### config.mk
export PLATFORM = sky130hd
export DESIGN_NAME = ccff_bitstream_loader_flat
export DESIGN_NICKNAME = d
export VERILOG_FILES = /design/src/rtl/ccff_bitstream_loader_if.sv /design/src/rtl/ccff_bitstream_loader.sv /design/src/flat_wrapper.sv
export SDC_FILE = /design/constraint.sdc
export NUM_CORES = 1
export LEC_CHECK = 0
export ABC_AREA = 1
export BUFFER_PORTS_ARGS = -buffer_cell sky130_fd_sc_hd__buf_4
export CAP_MARGIN = 20
export CORE_MARGIN = 4
export CORE_UTILIZATION = 32
export DETAILED_ROUTE_END_ITERATION = 10
export PLACE_DENSITY = 0.61
export SLEW_MARGIN = 15
export SYNTH_ARGS = -nofsm -noshare
export SYNTH_HDL_FRONTEND = slang
export SYNTH_SLANG_ARGS = --single-unit
### constraint.sdc
create_clock -name prog_clk -period 2.7 [get_ports prog_clk]
set_input_delay 0.81 -clock prog_clk [delete_from_list [all_inputs] [get_ports prog_clk]]
set_output_delay 0.81 -clock prog_clk [all_outputs]
set_load 0.05 [all_outputs]
### src/rtl/ccff_bitstream_loader_if.sv
// Word handshake between the SoC management logic (master) and the bitstream loader (slave).
interface ccff_bitstream_loader_if #(
  parameter int unsigned WORD_WIDTH = 32
);
  logic [WORD_WIDTH-1:0] word_data;
  logic                  word_valid;
  logic                  word_ready;

  modport master (
    output word_data,
    output word_valid,
    input  word_ready
  );

  modport slave (
    input  word_data,
    input  word_valid,
    output word_ready
  );
endinterface

### src/rtl/ccff_bitstream_loader.sv
// Serial writer for the ccff_head/ccff_tail configuration chain: words in, MSB-first bits out.
// Define CCFF_READBACK_EN to collect ccff_tail into rb_data words during the load.
module ccff_bitstream_loader #(
  parameter int unsigned WORD_WIDTH = 32,
  parameter int unsigned CHAIN_LEN  = 2048,
  parameter int unsigned CNT_WIDTH  = $clog2(CHAIN_LEN + 1)
) (
  input  logic                   prog_clk,
  input  logic                   prog_reset,
  input  logic                   start,
  ccff_bitstream_loader_if.slave word_bus,
  output logic                   ccff_head,
  output logic                   ccff_shift_en,
  input  logic                   ccff_tail,
  output logic                   busy,
  output logic                   done,
  output logic [CNT_WIDTH-1:0]   bit_count,
  output logic [WORD_WIDTH-1:0]  rb_data,
  output logic                   rb_valid
);
  localparam int unsigned          LeftWidth = $clog2(WORD_WIDTH + 1);
  localparam logic [CNT_WIDTH-1:0] ChainLen  = CNT_WIDTH'(CHAIN_LEN);
  localparam logic [LeftWidth-1:0] WordBits  = LeftWidth'(WORD_WIDTH);

  typedef enum logic [1:0] {StIdle, StLoad, StShift, StDone} state_e;

  state_e                state_q, state_d;
  logic [WORD_WIDTH-1:0] shreg_q, shreg_d;
  logic [CNT_WIDTH-1:0]  bit_count_q, bit_count_d;
  logic [LeftWidth-1:0]  bits_left_q, bits_left_d;
  logic [CNT_WIDTH-1:0]  remaining;
  logic                  last_bit;
  logic                  word_ready;

  assign word_bus.word_ready = word_ready;
  assign bit_count           = bit_count_q;

  always_comb begin
    state_d       = state_q;
    shreg_d       = shreg_q;
    bit_count_d   = bit_count_q;
    bits_left_d   = bits_left_q;
    word_ready    = 1'b0;
    ccff_shift_en = 1'b0;
    ccff_head     = 1'b0;
    busy          = 1'b0;
    done          = 1'b0;
    remaining     = ChainLen - bit_count_q;
    last_bit      = (bit_count_q + CNT_WIDTH'(1)) == ChainLen;

    unique case (state_q)
      StIdle: begin
        if (start) begin
          state_d     = StLoad;
          bit_count_d = '0;
        end
      end
      StLoad: begin
        word_ready = 1'b1;
        busy       = 1'b1;
        if (word_bus.word_valid) begin
          shreg_d = word_bus.word_data;
          // The final word may only need its upper bits to finish the chain.
          if (32'(remaining) >= WORD_WIDTH) begin
            bits_left_d = WordBits;
          end else begin
            bits_left_d = LeftWidth'(remaining);
          end
          state_d = StShift;
        end
      end
      StShift: begin
        busy          = 1'b1;
        ccff_shift_en = 1'b1;
        ccff_head     = shreg_q[WORD_WIDTH-1];
        shreg_d       = shreg_q << 1;
        bit_count_d   = bit_count_q + CNT_WIDTH'(1);
        bits_left_d   = bits_left_q - LeftWidth'(1);
        if (last_bit) begin
          state_d = StDone;
        end else if (bits_left_q == LeftWidth'(1)) begin
          state_d = StLoad;
        end
      end
      StDone: begin
        done    = 1'b1;
        state_d = StIdle;
      end
      default: state_d = StIdle;
    endcase
  end

  always_ff @(posedge prog_clk) begin
    if (prog_reset) begin
      state_q     <= StIdle;
      shreg_q     <= '0;
      bit_count_q <= '0;
      bits_left_q <= '0;
    end else begin
      state_q     <= state_d;
      shreg_q     <= shreg_d;
      bit_count_q <= bit_count_d;
      bits_left_q <= bits_left_d;
    end
  end

`ifdef CCFF_READBACK_EN
  logic [WORD_WIDTH-1:0] rb_shreg_q, rb_shreg_d;
  logic [WORD_WIDTH-1:0] rb_data_q, rb_data_d;
  logic [WORD_WIDTH-1:0] rb_next;
  logic [LeftWidth-1:0]  rb_cnt_q, rb_cnt_d;
  logic                  rb_valid_q, rb_valid_d;

  always_comb begin
    rb_shreg_d = rb_shreg_q;
    rb_data_d  = rb_data_q;
    rb_cnt_d   = rb_cnt_q;
    rb_valid_d = 1'b0;
    rb_next    = (rb_shreg_q << 1) | WORD_WIDTH'(ccff_tail);
    if (state_q == StIdle && start) begin
      rb_shreg_d = '0;
      rb_cnt_d   = '0;
    end else if (ccff_shift_en) begin
      // Clearing after each emit keeps a short final word right-aligned and zero-extended.
      if (rb_cnt_q == WordBits - LeftWidth'(1) || last_bit) begin
        rb_data_d  = rb_next;
        rb_valid_d = 1'b1;
        rb_shreg_d = '0;
        rb_cnt_d   = '0;
      end else begin
        rb_shreg_d = rb_next;
        rb_cnt_d   = rb_cnt_q + LeftWidth'(1);
      end
    end
  end

  always_ff @(posedge prog_clk) begin
    if (prog_reset) begin
      rb_shreg_q <= '0;
      rb_data_q  <= '0;
      rb_cnt_q   <= '0;
      rb_valid_q <= 1'b0;
    end else begin
      rb_shreg_q <= rb_shreg_d;
      rb_data_q  <= rb_data_d;
      rb_cnt_q   <= rb_cnt_d;
      rb_valid_q <= rb_valid_d;
    end
  end

  assign rb_data  = rb_data_q;
  assign rb_valid = rb_valid_q;
`else
  logic unused_tail;
  assign unused_tail = ccff_tail;
  assign rb_data     = '0;
  assign rb_valid    = 1'b0;
`endif

endmodule

### src/flat_wrapper.sv
// flat-port wrapper written by rule: the top's interface ports become plain ports
module ccff_bitstream_loader_flat 
#(
  parameter int unsigned WORD_WIDTH = 32,
  parameter int unsigned CHAIN_LEN  = 2048,
  parameter int unsigned CNT_WIDTH  = $clog2(CHAIN_LEN + 1)
)
  (prog_clk, prog_reset, start, ccff_head, ccff_shift_en, ccff_tail, busy, done, bit_count, rb_data, rb_valid, word_bus_word_data, word_bus_word_valid, word_bus_word_ready);
  ccff_bitstream_loader_if #(.WORD_WIDTH(WORD_WIDTH)) word_bus_i ();
  input  logic prog_clk;
  input  logic prog_reset;
  input  logic start;
  output logic ccff_head;
  output logic ccff_shift_en;
  input  logic ccff_tail;
  output logic busy;
  output logic done;
  output logic [CNT_WIDTH-1:0] bit_count;
  output logic [WORD_WIDTH-1:0] rb_data;
  output logic rb_valid;
  input wire logic [$bits(word_bus_i.word_data)-1:0] word_bus_word_data;
  input wire logic [$bits(word_bus_i.word_valid)-1:0] word_bus_word_valid;
  output wire logic [$bits(word_bus_i.word_ready)-1:0] word_bus_word_ready;
  assign word_bus_i.word_data = word_bus_word_data;
  assign word_bus_i.word_valid = word_bus_word_valid;
  assign word_bus_word_ready = word_bus_i.word_ready;
  ccff_bitstream_loader #(.WORD_WIDTH(WORD_WIDTH), .CHAIN_LEN(CHAIN_LEN), .CNT_WIDTH(CNT_WIDTH)) u_core (.prog_clk(prog_clk), .prog_reset(prog_reset), .start(start), .word_bus(word_bus_i), .ccff_head(ccff_head), .ccff_shift_en(ccff_shift_en), .ccff_tail(ccff_tail), .busy(busy), .done(done), .bit_count(bit_count), .rb_data(rb_data), .rb_valid(rb_valid));
endmodule
==> impl_metrics.csv, run 1 <==
group,metric,value,unit
status,status,"finished, final reports clean",
setup_path,r2r-start,"u_core.state_q[0]",
place,placedCellCount,609,
clock_tree,clockBufferDepth,2,
route,drtPass1Iterations,4,
finish,area_growth,15.5,%
min_path,hold_depth,2,
min_path,hp-class,"flop to flop",
logic_synthesis,syn-cell-area,0.00307,mm^2
route,ant_nets,0,
place,dp.final_hpwl,5.10,mm
timing,period_minus_slack,2330,ps
finish,regArea,0.00104,mm^2
finish,utilization,0.381,
timing,period_share,0.862,
clock_tree,ctsResizeCount,0,
clock_tree,cts_tree,"yes",
clock_tree,cts.htree.levels,2,
logic_synthesis,synth_seq_cells,52,
logic_synthesis,synthArstFlopShare,0,
global_route,grt_pass1_vias,2688,
setup_path,rr_worst_depth,7,
finish,fill_cells,1044,
global_route,grt_pass1_wl,12.2,mm
finish,layout-drive-gt1-share,0.170,
setup_path,required,1890,ps
timing,skew,9.51,ps
timing,hold_viol_final,0,
power,p_leak,1.55,nW
place,pre_cts_slack,515,ps
clock_tree,numCtsBuffers,5,
logic_synthesis,synth.avg_cell_area,6.87,um^2
route,drc,0,
timing,fmaxAchievable,0.430,GHz
global_route,gr-total-overflow,0,
clock_tree,clk_latency,320,ps
timing,slew_headroom,0.619,
clock_tree,cts_hold_buf,0,
logic_synthesis,synthCells,446,
power,irDropWorstVdd,0.000483,V
logic_synthesis,synth_edf_count,0,
route,wirelength,7.19,mm
timing,tightest_slew,567,ps
place,gp_congestion,0.791,
setup_path,r2r_end,"u_core.shreg_q[28]",
logic_synthesis,synth_top_area_frac,0.340,
floorplanning,die_h,106,um
floorplanning,fp-row-count,35,
setup_path,crit_type,"flop to primary output",
setup_path,start_kind,"flop",
setup_path,arrival,1520,ps
route,vias,2892,
finish,fin_cells,617,
global_route,antenna_found_initial,0,
clock_tree,post_cts_buffers,0,
floorplanning,io-pin-count,87,
setup_path,cp_max_fo,13,
min_path,hold-path-endpoint,"u_core.shreg_q[30]",
global_route,track_usage,0.129,
clock_tree,cts.clk_slew.worst_paths,100,ps
timing,slew_viol_final,0,
route,route.detailed.wl_per_inst,11.7,um
finish,final_nets,534,
floorplanning,core,0.00928,mm^2
logic_synthesis,ys_types,34,
floorplanning,die_w,106,um
floorplanning,start_util,0.330,
timing,tns,0,ps
logic_synthesis,synth_ff_type,"dfxtp_1",
timing,setup_slack,373,ps
setup_path,critPathLaunch,"u_core.state_q[0]",
floorplanning,dieArea,0.0112,mm^2
timing,setup_violations,0,
route,drt_iter0_drc,113,
min_path,hold_start,"u_core.shreg_q[29]",
job,max_cap_violations,0,
route,viasPerCell,4.69,
place,io_buffers,52,
power,power.density,898,mW/mm^2
logic_synthesis,ys_seq_area_frac,0.340,
logic_synthesis,synth_top_area_cell,"dfxtp_1",
finish,multi_input_area,0.00170,mm^2
timing,rsz0062_at_grt,"false",
logic_synthesis,yosys_warnings,0,
clock_tree,cts.sinks,52,
setup_path,rrSetupSlack,620,ps
global_route,grt_max_degree,70,
clock_tree,clockRootBuffer,"clkbuf_8",
setup_path,crit_path_end_kind,"primary output",
logic_synthesis,synth.area.top_cells,"dfxtp_1 (34%), nand2_1 (16%), buf_4 (8.1%), o21ai_0 (6.7%), a31oi_1 (6.5%)",
finish,n_antenna_cell,0,
timing,holdWs,472,ps
critical path, cell delays in order (launching register included):
cell     delay [ps]
dfxtp_1         370
inv_1           100
ha_2            360
nand2_1         100
inv_1            80
buf_4           190
synth_stat cells (all sizes together) (3+ instances only):
| library cell | n |
|---|---|
| nor2 | 25 |
| inv | 29 |
| nand4 | 6 |
| xor2 | 4 |
| clkbuf | 19 |
| dfxtp | 52 |
| nand3 | 22 |
| o21ai | 43 |
| ha | 10 |
| or2 | 3 |
| a21oi | 24 |
| nand2 | 131 |
| a31oi | 32 |
| buf | 35 |
routing by layer:
layer  track usage  share of wire  vias to the layer above
met2         0.215           0.45                       90
li1              -              -                     1496
met4        0.0296         0.0065                        0
met5             0              0                        -
met3        0.0288          0.061                        5
met1         0.170           0.48                     1301
how the worst max path moves through the flow:
stage,to,cells past startpoint
2_1_floorplan,ccff_head,6
3_3_place_gp,u_core.shreg_q[16],8
3_5_place_dp,u_core.shreg_q[13],8
4_1_cts,ccff_head,5
5_1_grt,ccff_head,5
6_report,ccff_head,5
cell usage in the layout (no fill, tap or decap), types with 2 or more instances in the layout:
cell type  netlist  final
nand2_1        127    127
buf_4           33     55
dfxtp_1         52     52
o21ai_0         41     41
conb_1           1     33
a31oi_1         32     32
inv_1           27     27
a21oi_1         24     24
nand3_1         20     20
nor2_1          18     18
ha_1            10      9
nand4_1          6      6
clkbuf_8         0      5
nand2_2          4      4
nor2_2           4      4
xor2_1           4      4
nor2_4           3      3
inv_2            2      2
o21ai_1          2      2
clkinv_1         2      2
or2_2            2      2
nand3_2          2      2
per-stage QoR:
step / total power [W] / cell area (um^2)
floorplan: 0.00242 / 3190
global placement: 0.00270 / 3450
detailed placement: 0.00274 / 3450
CTS: 0.00321 / 3540
global route: 0.00347 / 3540
finish: 0.00318 / 3540
cells by family (layout without fill, tap and decap cells):
| logic type | Yosys count | count (layout) | share of synthesized area |
|---|---|---|---|
| compound gates | 104 | 104 | 0.192 |
| xor+xnor | 4 | 4 | 0.0114 |
| fa+ha+maj | 10 | 10 | 0.0408 |
| buf+inv | 85 | 95 | 0.146 |
| flops | 52 | 52 | 0.340 |
| other cells | 1 | 33 | 0.00122 |
| simple gates | 190 | 190 | 0.269 |
final cells by class:
type | instances | share of cell area
clock buffer | 6 | 0.0205
multi-input combinational | 341 | 0.480
clock inverter | 2 | 0.00460
timing repair buffer | 56 | 0.122
inverter | 31 | 0.0329
sequential | 52 | 0.294
tap | 129 | 0.0456
where the power goes:
| part | switching, W | internal, W |
|---|---|---|
| clock network | 0.000281 | 0.000185 |
| logic | 0.000997 | 0.000471 |
| registers | 0.000173 | 0.00107 |
| total | 0.00145 | 0.00173 |
registers in the layout, indices dropped and copies added, names as in the netlist:
register and count:
u_core.state_q 2, u_core.bit_count 12, u_core.shreg_q 32, u_core.bits_left_q 6
No activity file was read; power rests on OpenSTA's default activity.
==> run 2, diff against run 1 <==
--- a/config.mk
+++ b/config.mk
@@ -9,9 +9,10 @@
 export BUFFER_PORTS_ARGS = -buffer_cell sky130_fd_sc_hd__buf_4
 export CAP_MARGIN = 20
 export CORE_MARGIN = 4
-export CORE_UTILIZATION = 32
+export CORE_UTILIZATION = 52
+export CTS_CLUSTER_DIAMETER = 50
 export DETAILED_ROUTE_END_ITERATION = 10
-export PLACE_DENSITY = 0.61
+export PLACE_DENSITY = 0.87
 export SLEW_MARGIN = 15
 export SYNTH_ARGS = -nofsm -noshare
 export SYNTH_HDL_FRONTEND = slang
==> constraint.sdc (replaced) <==
create_clock -name prog_clk -period 2.7 [get_ports prog_clk]
set_input_delay 0.54 -clock prog_clk [delete_from_list [all_inputs] [get_ports prog_clk]]
set_output_delay 0.54 -clock prog_clk [all_outputs]
set_load 0.05 [all_outputs]
==> impl_metrics.csv, run 2 (synthesis gave the netlist of run 1 again) <==
group,metric,value,unit
status,status,"finished, final reports clean",
timing,tightest_slew,506,ps
clock_tree,clk_latency,310,ps
route,vias,2968,
route,wirelength,6.81,mm
route,drtPass1Iterations,5,
timing,slew_headroom,0.663,
clock_tree,cts.clk_slew.worst_paths,100,ps
route,ant_nets,0,
clock_tree,clockBufferDepth,2,
finish,mostFrequentLayoutCells,"nand2_1 (127), buf_4 (56), dfxtp_1 (52)",
floorplanning,io-pin-count,87,
route,drc,0,
setup_path,arrival,1650,ps
timing,period_minus_slack,2190,ps
global_route,grt_pass1_wl,11.3,mm
setup_path,cp_max_fo,13,
setup_path,r2r-start,"u_core.state_q[0]",
finish,final_common_cell,"nand2_1",
power,p_leak,1.56,nW
clock_tree,numCtsBuffers,5,
clock_tree,cts_hold_buf,0,
finish,regArea,0.00104,mm^2
clock_tree,cts.sinks,52,
global_route,track_usage,0.186,
timing,tns,0,ps
global_route,antenna_found_initial,0,
setup_path,required,2160,ps
min_path,hp-class,"flop to flop",
finish,fill_cells,502,
floorplanning,fp-row-count,27,
setup_path,critPathLaunch,"u_core.state_q[0]",
route,route.detailed.wl_per_inst,12.1,um
clock_tree,cts_tree,"yes",
place,io_buffers,52,
floorplanning,core,0.00561,mm^2
timing,fmaxAchievable,0.457,GHz
min_path,hold_start,"u_core.shreg_q[10]",
place,dp.final_hpwl,4.94,mm
floorplanning,start_util,0.547,
timing,slew_viol_final,0,
finish,n_antenna_cell,0,
clock_tree,cts.htree.levels,2,
clock_tree,post_cts_buffers,0,
power,irDropWorstVdd,0.000493,V
finish,final_nets,535,
timing,hold_viol_final,0,
setup_path,crit_path_end_kind,"primary output",
timing,setup_violations,0,
power,power.density,923,mW/mm^2
finish,area_growth,13.6,%
global_route,grt_pass1_vias,2637,
job,max_cap_violations,0,
finish,multi_input_area,0.00170,mm^2
route,viasPerCell,5.29,
global_route,gr-total-overflow,0,
finish,largest_reg_flops,32,
timing,skew,8.26,ps
floorplanning,dieArea,0.00719,mm^2
setup_path,start_kind,"flop",
setup_path,crit_type,"flop to primary output",
place,gp_congestion,0.826,
power,p_total,0.00321,W
timing,period_share,0.810,
global_route,grt_max_degree,64,
timing,rsz0062_at_grt,"false",
clock_tree,ctsResizeCount,0,
clock_tree,clockRootBuffer,"clkbuf_8",
finish,layout-drive-gt1-share,0.172,
finish,top_register,"u_core.shreg_q",
route,drt_iter0_drc,172,
floorplanning,die_w,84.8,um
floorplanning,die_h,84.8,um
## run 2: path summary, 6_finish.rpt
| check | end | slack (ps) | depth (start not counted) |
|---|---|---|---|
| min reg2reg | u_core.shreg_q[11] | 470 | 2 |
| min | u_core.shreg_q[11] | 470 | 2 |
| max | ccff_head | 510 | 5 |
| max reg2reg | u_core.shreg_q[20] | 620 | 8 |
## run 2: metrics by stage
step	util	setup slack, ps	std cells	cell area, um^2	hold WS [ps]
2_1_floorplan	-	196	478	3190	446
3_3_place_gp	0.604	687	553	3380	451
3_5_place_dp	0.604	649	553	3380	458
4_1_cts	0.621	513	561	3480	474
5_1_grt	0.621	415	561	3480	480
6_report	0.621	512	561	3480	472
## run 2: report_power, final
part           switching [W]  internal [W]
Sequential          0.000182       0.00107
Combinational        0.00100      0.000482
Clock               0.000285      0.000191
## run 2: worst max-delay path: stages (launching register included)
cell,delay [ps]
dfxtp_1,370
inv_1,110
ha_1,480
nand2_1,120
inv_1,70
buf_4,190
## run 2: area by class of cell
type | instances | area share
clock buffers | 5 | 0.0198
clock inverters | 3 | 0.00791
inverters | 31 | 0.0334
multi-input cells | 341 | 0.487
flip-flops and latches | 52 | 0.299
well taps | 72 | 0.0259
repair buffers | 57 | 0.127
## run 2: per-layer routing
metal,share of wire,up-vias,track usage
li1,-,1492,-
met1,0.43,1337,0.219
met2,0.48,124,0.319
met3,0.074,15,0.0393
met4,0.019,0,0.0906
met5,0,-,0
==> run 3, diff against run 2 <==
==> constraint.sdc (replaced) <==
create_clock -name prog_clk -period 2.2 [get_ports prog_clk]
set_input_delay 0.44 -clock prog_clk [delete_from_list [all_inputs] [get_ports prog_clk]]
set_output_delay 0.44 -clock prog_clk [all_outputs]
set_load 0.05 [all_outputs]
==> impl_metrics.csv, run 3 (synthesis gave the netlist of run 1 again) <==
group,metric,value,unit
finish,layout-drive-gt1-share,0.178,
clock_tree,post_cts_buffers,0,
finish,largest_reg_flops,32,
power,irDropWorstVdd,0.000720,V
clock_tree,clockRootBuffer,"clkbuf_8",
finish,final_common_cell,"nand2_1",
setup_path,rr_worst_depth,10,
global_route,track_usage,0.190,
setup_path,arrival,1550,ps
finish,top_register,"u_core.shreg_q",
power,comb_power_share,0.460,
route,vias,2903,
floorplanning,core,0.00561,mm^2
status,status,"finished, final reports clean",
power,power_frac_clock,0.148,
power,switching_share,0.451,
finish,area_growth,13.6,%
setup_path,start_kind,"flop",
min_path,hold_depth,3,
setup_path,r2r_end,"u_core.bits_left_q[4]",
setup_path,cp_max_fo,13,
min_path,hold-path-endpoint,"u_core.shreg_q[19]",
finish,mostFrequentLayoutCells,"nand2_1 (127), buf_4 (58), dfxtp_1 (52)",
clock_tree,numCtsBuffers,5,
floorplanning,fp-row-count,27,
clock_tree,clk_latency,310,ps
power,power.density,1120,mW/mm^2
min_path,hold_start,"word_bus_word_data[19]",
clock_tree,clockBufferDepth,2,
floorplanning,die_w,84.8,um
setup_path,crit_type,"flop to primary output",
global_route,grt_pass1_wl,11.6,mm
global_route,antenna_found_initial,0,
setup_path,required,1760,ps
min_path,hp-class,"primary input to flop",
clock_tree,cts.sinks,52,
finish,final_nets,536,
route,ant_nets,0,
setup_path,r2r-start,"u_core.bit_count[0]",
timing,setup_slack,208,ps
timing,period_share,0.905,
setup_path,rrSetupSlack,300,ps
power,seqPwrFrac,0.392,
global_route,grt_max_degree,50,
timing,setup_violations,0,
floorplanning,io-pin-count,87,
timing,tns,0,ps
power,intPower,0.00215,W
power,p_leak,1.55,nW
floorplanning,start_util,0.547,
route,route.detailed.wl_per_inst,12.1,um
global_route,grt_pass1_vias,2714,
timing,hold_viol_final,0,
job,max_cap_violations,0,
place,pre_cts_slack,345,ps
power,switchingPower,0.00176,W
clock_tree,cts_hold_buf,0,
route,drc,0,
timing,period_minus_slack,1990,ps
clock_tree,ctsResizeCount,0,
clock_tree,cts_tree,"yes",
timing,slew_viol_final,0,
floorplanning,dieArea,0.00719,mm^2
timing,skew,9.55,ps
timing,rsz0062_at_grt,"false",
finish,stdcell_area,0.00348,mm^2
place,gp_congestion,0.857,
route,viasPerCell,5.17,
setup_path,crit_path_end_kind,"primary output",
place,io_buffers,52,
place,dp.final_hpwl,4.99,mm
timing,fmaxAchievable,0.502,GHz
clock_tree,cts.clk_slew.worst_paths,100,ps
finish,n_antenna_cell,0,
clock_tree,cts.htree.levels,2,
route,drtPass1Iterations,4,
setup_path,critPathLaunch,"u_core.state_q[0]",
floorplanning,die_h,84.8,um
route,wirelength,6.79,mm
global_route,gr-total-overflow,0,
place,placed_area,0.00339,mm^2
route,drt_iter0_drc,114,
run 3: power by group through the flow:
| stage | registers, W | clock network [W] | logic (W) |
|---|---|---|---|
| 2_1_floorplan | 0.00150 | 0 | 0.00147 |
| 3_3_place_gp | 0.00153 | 0 | 0.00174 |
| 3_5_place_dp | 0.00154 | 0 | 0.00181 |
| 4_1_cts | 0.00153 | 0.000600 | 0.00181 |
| 5_1_grt | 0.00158 | 0.000644 | 0.00204 |
| 6_report | 0.00153 | 0.000580 | 0.00180 |
run 3: how the worst max path moves through the flow:
stage                                 end  slack [ps]  depth (start not counted)
finish                          ccff_head         210                          5
global route        u_core.bits_left_q[4]          90                         10
CTS                             ccff_head         180                          5
detailed placement      u_core.state_q[1]         340                         12
global placement    u_core.bits_left_q[4]         400                         10
floorplan                       ccff_head          30                          6
run 3: per-layer routing:
layer / track usage / wire length, um / part of all wire / vias to the layer above
met1: 0.234 / 2980 / 0.44 / 1318
li1: - / - / - / 1491
met2: 0.320 / 3300 / 0.49 / 87
met3: 0.0471 / 440 / 0.065 / 7
met4: 0.0676 / 69 / 0.010 / 0
met5: 0 / 0 / 0 / -
run 3: worst max-delay path, stage by stage, from the launching register on:
cell and delay (ps):
dfxtp_1 430, inv_1 100, ha_2 290, nand2_1 150, clkinvlp_4 90, buf_4 190
run 3: per-stage QoR:
stage | hold WS [ps] | util | total power [W] | instances
after detailed placement | 460 | 0.604 | 0.00335 | 554
after global placement | 452 | 0.604 | 0.00327 | 554
after CTS | 378 | 0.621 | 0.00394 | 562
after floorplan | 446 | - | 0.00297 | 478
after global routing | 383 | 0.621 | 0.00426 | 562
final | 392 | 0.621 | 0.00391 | 562
run 3: cell type report:
type / instances / area (um^2)
Clock buffer: 6 / 82.6
Clock inverter: 2 / 15.0
Fill cell: 520 / 2120
Inverter: 31 / 120
Multi-Input combinational cell: 341 / 1700
Sequential cell: 52 / 1040
Tap cell: 72 / 90.1
Timing Repair Buffer: 58 / 435
